===== src/rtl/alu_op_sequencer_pkg.sv =====
// Shared definitions for the ALU op sequencer: command opcodes, ALU operation
// codes, FSM state encoding, ALU control bundle and default widths.
package alu_seq_pkg;

  localparam int DATA_W_DEF = 64;
  localparam int ADDR_W_DEF = 5;

  // Command opcodes; 5..7 are illegal
  localparam logic [2:0] OP_ADD = 3'd0;
  localparam logic [2:0] OP_SUB = 3'd1;
  localparam logic [2:0] OP_AND = 3'd2;
  localparam logic [2:0] OP_OR  = 3'd3;
  localparam logic [2:0] OP_SLT = 3'd4;

  // ALU operation select
  localparam logic [1:0] ALU_AND = 2'b00;
  localparam logic [1:0] ALU_OR  = 2'b01;
  localparam logic [1:0] ALU_SUM = 2'b10;
  localparam logic [1:0] ALU_SLT = 2'b11;

  typedef enum logic [2:0] {
    ST_IDLE = 3'd0,
    ST_RDA  = 3'd1,
    ST_RDB  = 3'd2,
    ST_LATB = 3'd3,
    ST_EXEC = 3'd4,
    ST_WB   = 3'd5,
    ST_DONE = 3'd6
  } state_t;

  typedef struct packed {
    logic       a_invert;
    logic       b_invert;
    logic       carry_in;
    logic [1:0] operation;
  } alu_ctl_t;

  // Signed less-than from a subtraction: sign of the difference corrected by
  // overflow, so extreme operands still compare correctly.
  function automatic logic slt_less(input logic diff_msb, input logic overflow);
    return diff_msb ^ overflow;
  endfunction

endpackage


===== src/rtl/alu_op_sequencer_if.sv =====
// Bundle of the sequencer's command, regfile, ALU and result signals.
// master = the sequencer, slave = its environment (command source, regfile, ALU).
interface alu_op_sequencer_if
  import alu_seq_pkg::*;
#(
  parameter int DATA_W = DATA_W_DEF,
  parameter int ADDR_W = ADDR_W_DEF
);
  // command port
  logic              cmd_valid;
  logic              cmd_ready;
  logic [2:0]        cmd_op;
  logic [ADDR_W-1:0] cmd_rs;
  logic [ADDR_W-1:0] cmd_rt;
  logic [ADDR_W-1:0] cmd_rd;
  // regfile port
  logic [ADDR_W-1:0] rf_address;
  logic              rf_en_write;
  logic [DATA_W-1:0] rf_idata;
  logic [DATA_W-1:0] rf_data;
  // ALU port
  logic [DATA_W-1:0] alu_a;
  logic [DATA_W-1:0] alu_b;
  logic              alu_a_invert;
  logic              alu_b_invert;
  logic              alu_carry_in;
  logic [1:0]        alu_operation;
  logic [DATA_W-1:0] alu_result;
  logic              alu_carry_out;
  logic              alu_overflow;
  // completion / result
  logic              done;
  logic              err;
  logic [DATA_W-1:0] res_value;
  logic              res_carry;
  logic              res_overflow;

  modport master (
    input  cmd_valid, cmd_op, cmd_rs, cmd_rt, cmd_rd,
    input  rf_data, alu_result, alu_carry_out, alu_overflow,
    output cmd_ready, rf_address, rf_en_write, rf_idata,
    output alu_a, alu_b, alu_a_invert, alu_b_invert, alu_carry_in, alu_operation,
    output done, err, res_value, res_carry, res_overflow
  );

  modport slave (
    output cmd_valid, cmd_op, cmd_rs, cmd_rt, cmd_rd,
    output rf_data, alu_result, alu_carry_out, alu_overflow,
    input  cmd_ready, rf_address, rf_en_write, rf_idata,
    input  alu_a, alu_b, alu_a_invert, alu_b_invert, alu_carry_in, alu_operation,
    input  done, err, res_value, res_carry, res_overflow
  );

endinterface


===== src/rtl/alu_op_sequencer_alu_ctl_decode.sv =====
// Pure combinational decode of a command opcode into ALU control lines plus
// an illegal-op flag. Illegal opcodes produce all-zero controls.
module alu_ctl_decode
  import alu_seq_pkg::*;
(
  input  logic [2:0] op,
  output alu_ctl_t   ctl,
  output logic       illegal
);

  // Opcode -> {a_invert, b_invert, carry_in, operation}
  always_comb begin
    ctl     = '0;
    illegal = 1'b0;
    case (op)
      OP_ADD: ctl.operation = ALU_SUM;
      OP_SUB: begin
        ctl.b_invert  = 1'b1;
        ctl.carry_in  = 1'b1;
        ctl.operation = ALU_SUM;
      end
      OP_AND: ctl.operation = ALU_AND;
      OP_OR:  ctl.operation = ALU_OR;
      OP_SLT: begin
        ctl.b_invert  = 1'b1;
        ctl.carry_in  = 1'b1;
        ctl.operation = ALU_SLT;
      end
      default: illegal = 1'b1;
    endcase
  end

endmodule


===== src/rtl/alu_op_sequencer.sv =====
// Multi-cycle controller running one register-to-register ALU command:
// read rs, read rt, execute on the external ALU, write back to rd.
// Fixed seven-state walk, so a held cmd_valid yields one command every 7 cycles.
module alu_op_sequencer
  import alu_seq_pkg::*;
#(
  parameter int DATA_W   = DATA_W_DEF,
  parameter int ADDR_W   = ADDR_W_DEF,
  parameter int ZERO_REG = 1
)(
  input  logic                 clock,
  input  logic                 reset,
  alu_op_sequencer_if.master   bus
);

  state_t            state_reg;
  state_t            state_next;
  logic [2:0]        op_reg;
  logic [ADDR_W-1:0] rs_reg;
  logic [ADDR_W-1:0] rt_reg;
  logic [ADDR_W-1:0] rd_reg;
  logic [DATA_W-1:0] a_reg;
  logic [DATA_W-1:0] b_reg;
  logic [DATA_W-1:0] result_reg;
  logic              carry_reg;
  logic              ovf_reg;
  logic              done_reg;
  logic              err_reg;
  logic [DATA_W-1:0] res_value_reg;
  logic              res_carry_reg;
  logic              res_ovf_reg;

  alu_ctl_t          ctl;
  logic              illegal;
  logic              rs_is_zero;
  logic              rt_is_zero;
  logic              rd_is_zero;
  logic              write_ok;

  alu_ctl_decode u_decode (
    .op      (op_reg),
    .ctl     (ctl),
    .illegal (illegal)
  );

  assign rs_is_zero = (ZERO_REG != 0) && (rs_reg == '0);
  assign rt_is_zero = (ZERO_REG != 0) && (rt_reg == '0);
  assign rd_is_zero = (ZERO_REG != 0) && (rd_reg == '0);
  assign write_ok   = !illegal && !rd_is_zero;

  assign bus.alu_a        = a_reg;
  assign bus.alu_b        = b_reg;
  assign bus.done         = done_reg;
  assign bus.err          = err_reg;
  assign bus.res_value    = res_value_reg;
  assign bus.res_carry    = res_carry_reg;
  assign bus.res_overflow = res_ovf_reg;

  // State register; reset drops any in-flight command back to IDLE
  always_ff @(posedge clock) begin
    if (!reset) begin
      state_reg <= ST_IDLE;
    end else begin
      state_reg <= state_next;
    end
  end

  // Next state plus the state-decoded regfile, ALU-control and ready outputs
  always_comb begin
    state_next        = state_reg;
    bus.cmd_ready     = 1'b0;
    bus.rf_address    = '0;
    bus.rf_en_write   = 1'b0;
    bus.rf_idata      = '0;
    bus.alu_a_invert  = 1'b0;
    bus.alu_b_invert  = 1'b0;
    bus.alu_carry_in  = 1'b0;
    bus.alu_operation = 2'b00;
    case (state_reg)
      ST_IDLE: begin
        // ready is held low while reset is asserted so every output reads 0
        bus.cmd_ready = reset;
        if (bus.cmd_valid) state_next = ST_RDA;
      end
      ST_RDA: begin
        bus.rf_address = rs_reg;
        state_next     = ST_RDB;
      end
      ST_RDB: begin
        bus.rf_address = rt_reg;
        state_next     = ST_LATB;
      end
      ST_LATB, ST_EXEC: begin
        bus.alu_a_invert  = ctl.a_invert;
        bus.alu_b_invert  = ctl.b_invert;
        bus.alu_carry_in  = ctl.carry_in;
        bus.alu_operation = ctl.operation;
        state_next        = (state_reg == ST_LATB) ? ST_EXEC : ST_WB;
      end
      ST_WB: begin
        bus.rf_address  = rd_reg;
        bus.rf_en_write = write_ok;
        bus.rf_idata    = result_reg;
        state_next      = ST_DONE;
      end
      ST_DONE: state_next = ST_IDLE;
      default: state_next = ST_IDLE;
    endcase
  end

  // Command latch, operand capture, ALU result capture and retire pulse
  always_ff @(posedge clock) begin
    if (!reset) begin
      op_reg        <= '0;
      rs_reg        <= '0;
      rt_reg        <= '0;
      rd_reg        <= '0;
      a_reg         <= '0;
      b_reg         <= '0;
      result_reg    <= '0;
      carry_reg     <= 1'b0;
      ovf_reg       <= 1'b0;
      done_reg      <= 1'b0;
      err_reg       <= 1'b0;
      res_value_reg <= '0;
      res_carry_reg <= 1'b0;
      res_ovf_reg   <= 1'b0;
    end else begin
      done_reg <= 1'b0;
      err_reg  <= 1'b0;
      case (state_reg)
        ST_IDLE: begin
          if (bus.cmd_valid) begin
            op_reg <= bus.cmd_op;
            rs_reg <= bus.cmd_rs;
            rt_reg <= bus.cmd_rt;
            rd_reg <= bus.cmd_rd;
          end
        end
        // regfile data for rs arrives one cycle after the address
        ST_RDB:  a_reg <= rs_is_zero ? '0 : bus.rf_data;
        ST_LATB: b_reg <= rt_is_zero ? '0 : bus.rf_data;
        ST_EXEC: begin
          if (ctl.operation == ALU_SLT) begin
            result_reg <= {{(DATA_W-1){1'b0}},
                           slt_less(bus.alu_result[DATA_W-1], bus.alu_overflow)};
          end else begin
            result_reg <= bus.alu_result;
          end
          carry_reg <= bus.alu_carry_out;
          ovf_reg   <= bus.alu_overflow;
        end
        ST_WB: begin
          done_reg <= 1'b1;
          err_reg  <= illegal;
          if (!illegal) begin
            res_value_reg <= result_reg;
            res_carry_reg <= carry_reg;
            res_ovf_reg   <= ovf_reg;
          end
        end
        default: ;
      endcase
    end
  end

endmodule


===== src/flat_wrapper.sv =====
// flat-port wrapper written by rule: the top's interface ports become plain ports
module alu_op_sequencer_flat import alu_seq_pkg::*;
#(
  parameter int DATA_W   = DATA_W_DEF,
  parameter int ADDR_W   = ADDR_W_DEF,
  parameter int ZERO_REG = 1
)
  (clock, reset, bus_cmd_valid, bus_cmd_op, bus_cmd_rs, bus_cmd_rt, bus_cmd_rd, bus_rf_data, bus_alu_result, bus_alu_carry_out, bus_alu_overflow, bus_cmd_ready, bus_rf_address, bus_rf_en_write, bus_rf_idata, bus_alu_a, bus_alu_b, bus_alu_a_invert, bus_alu_b_invert, bus_alu_carry_in, bus_alu_operation, bus_done, bus_err, bus_res_value, bus_res_carry, bus_res_overflow);
  alu_op_sequencer_if #(.DATA_W(DATA_W), .ADDR_W(ADDR_W)) bus_i ();
  input  logic clock;
  input  logic reset;
  input wire logic [$bits(bus_i.cmd_valid)-1:0] bus_cmd_valid;
  input wire logic [$bits(bus_i.cmd_op)-1:0] bus_cmd_op;
  input wire logic [$bits(bus_i.cmd_rs)-1:0] bus_cmd_rs;
  input wire logic [$bits(bus_i.cmd_rt)-1:0] bus_cmd_rt;
  input wire logic [$bits(bus_i.cmd_rd)-1:0] bus_cmd_rd;
  input wire logic [$bits(bus_i.rf_data)-1:0] bus_rf_data;
  input wire logic [$bits(bus_i.alu_result)-1:0] bus_alu_result;
  input wire logic [$bits(bus_i.alu_carry_out)-1:0] bus_alu_carry_out;
  input wire logic [$bits(bus_i.alu_overflow)-1:0] bus_alu_overflow;
  output wire logic [$bits(bus_i.cmd_ready)-1:0] bus_cmd_ready;
  output wire logic [$bits(bus_i.rf_address)-1:0] bus_rf_address;
  output wire logic [$bits(bus_i.rf_en_write)-1:0] bus_rf_en_write;
  output wire logic [$bits(bus_i.rf_idata)-1:0] bus_rf_idata;
  output wire logic [$bits(bus_i.alu_a)-1:0] bus_alu_a;
  output wire logic [$bits(bus_i.alu_b)-1:0] bus_alu_b;
  output wire logic [$bits(bus_i.alu_a_invert)-1:0] bus_alu_a_invert;
  output wire logic [$bits(bus_i.alu_b_invert)-1:0] bus_alu_b_invert;
  output wire logic [$bits(bus_i.alu_carry_in)-1:0] bus_alu_carry_in;
  output wire logic [$bits(bus_i.alu_operation)-1:0] bus_alu_operation;
  output wire logic [$bits(bus_i.done)-1:0] bus_done;
  output wire logic [$bits(bus_i.err)-1:0] bus_err;
  output wire logic [$bits(bus_i.res_value)-1:0] bus_res_value;
  output wire logic [$bits(bus_i.res_carry)-1:0] bus_res_carry;
  output wire logic [$bits(bus_i.res_overflow)-1:0] bus_res_overflow;
  assign bus_i.cmd_valid = bus_cmd_valid;
  assign bus_i.cmd_op = bus_cmd_op;
  assign bus_i.cmd_rs = bus_cmd_rs;
  assign bus_i.cmd_rt = bus_cmd_rt;
  assign bus_i.cmd_rd = bus_cmd_rd;
  assign bus_i.rf_data = bus_rf_data;
  assign bus_i.alu_result = bus_alu_result;
  assign bus_i.alu_carry_out = bus_alu_carry_out;
  assign bus_i.alu_overflow = bus_alu_overflow;
  assign bus_cmd_ready = bus_i.cmd_ready;
  assign bus_rf_address = bus_i.rf_address;
  assign bus_rf_en_write = bus_i.rf_en_write;
  assign bus_rf_idata = bus_i.rf_idata;
  assign bus_alu_a = bus_i.alu_a;
  assign bus_alu_b = bus_i.alu_b;
  assign bus_alu_a_invert = bus_i.alu_a_invert;
  assign bus_alu_b_invert = bus_i.alu_b_invert;
  assign bus_alu_carry_in = bus_i.alu_carry_in;
  assign bus_alu_operation = bus_i.alu_operation;
  assign bus_done = bus_i.done;
  assign bus_err = bus_i.err;
  assign bus_res_value = bus_i.res_value;
  assign bus_res_carry = bus_i.res_carry;
  assign bus_res_overflow = bus_i.res_overflow;
  alu_op_sequencer #(.DATA_W(DATA_W), .ADDR_W(ADDR_W), .ZERO_REG(ZERO_REG)) u_core (.clock(clock), .reset(reset), .bus(bus_i));
endmodule

===== config.mk =====
export PLATFORM = sky130hd
export DESIGN_NAME = alu_op_sequencer_flat
export DESIGN_NICKNAME = d
export VERILOG_FILES = /design/src/rtl/alu_op_sequencer_pkg.sv /design/src/rtl/alu_op_sequencer_if.sv /design/src/rtl/alu_op_sequencer_alu_ctl_decode.sv /design/src/rtl/alu_op_sequencer.sv /design/src/flat_wrapper.sv
export SDC_FILE = /design/constraint.sdc
export NUM_CORES = 1
export LEC_CHECK = 0
export CAP_MARGIN = 10
export CORE_AREA = 2 2 164 166
export CTS_CLUSTER_SIZE = 25
export DETAILED_ROUTE_END_ITERATION = 6
export DIE_AREA = 0 0 166 168
export DONT_BUFFER_PORTS = 1
export GPL_TIMING_DRIVEN = 0
export SYNTH_ARGS = -nofsm -noshare
export SYNTH_HDL_FRONTEND = slang
export SYNTH_SLANG_ARGS = --single-unit

===== constraint.sdc =====
create_clock -name clock -period 3.8 [get_ports clock]
set_input_delay 0.57 -clock clock [delete_from_list [all_inputs] [get_ports clock]]
set_output_delay 0.57 -clock clock [all_outputs]
set_load 0.005 [all_outputs]

==> flow_summary.ini, run 1 <==
[clocking]
clkSinkCount = 283
numCtsBuffers = 31
clk_latency_ns = 0.56
post-cts-setup-buffers = 0
clk_path_buf_depth = 3
cts_tree = yes
postCtsHoldBufs = 0
cts-root-buf = clkbuf_16
cts.repair.resized = 0
htree_levels = 1
clk_pin_slew_ns = 0.06

[worst_setup_path]
r2r-start = u_core.state_reg[1]
slowest_delay_ns = 0.62
r2r_slack_ns = 1.81
critPathLaunchType = flop
setup.worst_path.end_class = output port
slowest_stage = nor3_1
cp.required_ns = 3.23
crit_type = flop to output port
reg2reg_to = u_core.bus.res_value[20]
path_cells = buf_4 -> nor3b_2 -> buf_2 -> nor2_1 -> nor3_1 -> buf_4
cp_max_fo = 10
rr_worst_depth = 5
critical_path.most_common_cell = buf_4
crit_arrival_ns = 2.74

[drt]
dr.pass1.iters = 5
final_antenna_net_count = 0
routedWlPerCell_um = 22.3
drc = 0
wl_mm = 39.8
vias_per_cell = 5.69
dr_total_vias = 10190
drt_iter0_markers = 591

[synth]
yosysWarnings = 0
synthArstFlopShare_pct = 0
mappedNetlistArea_um2 = 11500
synth-seq-area-share_pct = 49.4
syn_avg_cell_area_um2 = 8.26
synth_edf_count = 0
synth_cell_types = 38
syn_inst = 1390
ys.flop_type = dfxtp_1
synth.net_count = 1541
synth-seq-cells = 283

[hold_path]
holdPathEnd = u_core.op_reg[1]
holdPathStages = 2
hp-start = bus_cmd_op[1]
hold_class = input port to flop

[global_routing]
grt_pass1_vias = 9877
grt_max_degree = 15
grt_pass1_wl_mm = 60.0
antenna_found_initial = 1
grt-ovfl-total = 0
grt_usage_pct = 27.1

[floorplanning]
rows = 60
coreArea_um2 = 26400
die_w_um = 166
fp.dieH_um = 168
floorplan.initialDensity_pct = 43.5
die_area_um2 = 27900
boundaryPins = 423

[power_and_ir_drop]
powerDensity_nw_per_um2 = 516
leakage_nw = 4.13
ir_drop_v = 0.000341

[timing]
tns_ns = 0
worst_slew_pin_slew_ns = 0.879
maxClockFrequency_ghz = 0.303
clock_skew_ns = 0.00894
fin_ws_ns = 0.495
drv_slew = 0
min_period_ns = 3.31
relSlewSlack_pct = 41.4
setup_viol = 0
period_share_pct = 87.0
hold_viol_final = 0
rsz0062_at_grt = false

[final_layout]
fin_nets = 1574
fin_cells = 1790
syn_to_final_growth_pct = 12.8
drive_gt1_share_pct = 8.71

[run_status]
status = finished clean

[placed_design]
dp_slack_ns = 1.03
portBuffers = 0
place_congestion = 0.872
dp_cells = 1731
place_hpwl_mm = 29.7

[job]
maxCapViolCount = 0
==> cell type report <==
cell class / count / area (um2)
antenna: 2 / 5.00
buffer: 156 / 838
clock buffer: 45 / 888
clock inverter: 12 / 144
fill: 2632 / 13400
inverter: 1 / 3.75
multi-input combinational: 950 / 4970
sequential: 283 / 5670
tap: 341 / 427
==> report_power, final <==
| part | internal [mW] | total [mW] | switching (mW) |
|---|---|---|---|
| sequential | 3.03 | 3.08 | 0.0524 |
| clock | 1.82 | 3.05 | 1.24 |
| combinational | 0.164 | 0.546 | 0.383 |
| total | 5.01 | 6.68 | 1.67 |
==> critical path, delay by kind of cell (launching register included) <==
family	cells	cell delay (ns)
and+or+nand+nor	3	1.08
DFF	1	0.34
buffers and inverters	3	0.76
==> how the worst max path moves through the flow <==
stage	depth (start not counted)	endpoint	startpoint	slack, ns
2_1_floorplan	6	bus_alu_carry_in	u_core.state_reg[0]	1.86
3_3_place_gp	6	bus_alu_carry_in	u_core.state_reg[0]	1.07
3_5_place_dp	6	bus_alu_carry_in	u_core.state_reg[0]	1.03
4_1_cts	6	bus_alu_carry_in	u_core.state_reg[0]	0.43
5_1_grt	6	bus_alu_carry_in	u_core.state_reg[1]	0.39
6_report	6	bus_alu_carry_in	u_core.state_reg[0]	0.49
==> cell usage after synthesis (2+ instances only) <==
cell type    n  area, um2
dfxtp_1    283       5670
a21oi_1    280       1400
nand2_1    236        886
nand3_1    130        651
o211ai_1   128        961
clkbuf_1    79        297
and2_1      64        400
o21ai_0     40        200
o21ai_1     31        155
buf_2       30        150
buf_4       25        188
buf_6       16        180
buf_1        5       18.8
nor2_1       5       18.8
a22oi_1      4       30.0
nor3_1       4       20.0
nand3b_1     3       22.5
a211oi_1     2       15.0
and3b_1      2       17.5
nor2b_1      2       12.5
nor3b_2      2       25.0
or3b_1       2       17.5
or4_1        2       15.0
==> cell usage in the layout, fill, tap and decap left out, types with 2 or more instances in the layout <==
cell,count
nor2_1,5
nor3b_2,2
nor2b_1,2
and2_1,64
clkinv_2,7
o21ai_1,31
clkbuf_1,87
buf_4,25
bufinv_16,3
clkbuf_8,6
diode_2,2
buf_6,16
a22oi_1,4
nand3b_1,3
and3b_1,2
a211oi_1,2
nand2_1,236
o211ai_1,128
nor3_1,4
buf_1,5
o21ai_0,40
or3b_1,2
or4_1,2
nand3_1,130
clkbuf_16,31
a21oi_1,280
dfxtp_1,283
buf_2,30
==> cells by family after synthesis <==
kind of cell    Yosys count  synth area share (%)
xor+xnor                  2                 0.153
compound gates          489                  24.4
simple gates            457                  18.7
flops                   283                  49.4
buf+inv                 157                  7.34
mux                       1                0.0872
other cells               1                0.0327
==> per-stage QoR <==
step	cell area (um2)	power (mW)	utilization, %	hold WS [ns]
2_1_floorplan	11500	3.52	-	0.437
3_3_place_gp	11900	3.68	45.2	0.448
3_5_place_dp	11900	3.69	45.2	0.452
4_1_cts	12900	6.73	49.1	0.120
5_1_grt	12900	6.90	49.1	0.130
6_report	12900	6.68	49.1	0.145
==> routing by layer <==
layer | GRT usage [%] | vias to the layer above | part of all wire, %
met1 | 31.3 | 4767 | 39
met5 | 0 | - | 0
li1 | - | 4936 | -
met4 | 8.92 | 0 | 3.3
met3 | 10.2 | 78 | 9.9
met2 | 46.5 | 409 | 48
Note: power is estimated with default switching activity, not from simulation.
==> inputs of run 2 (changes only) <==
- ABC_CLOCK_PERIOD_IN_PS: not set -> 3800
==> results of run 2 <==
The final DEF is identical to that of run 1; final timing and power are the same.
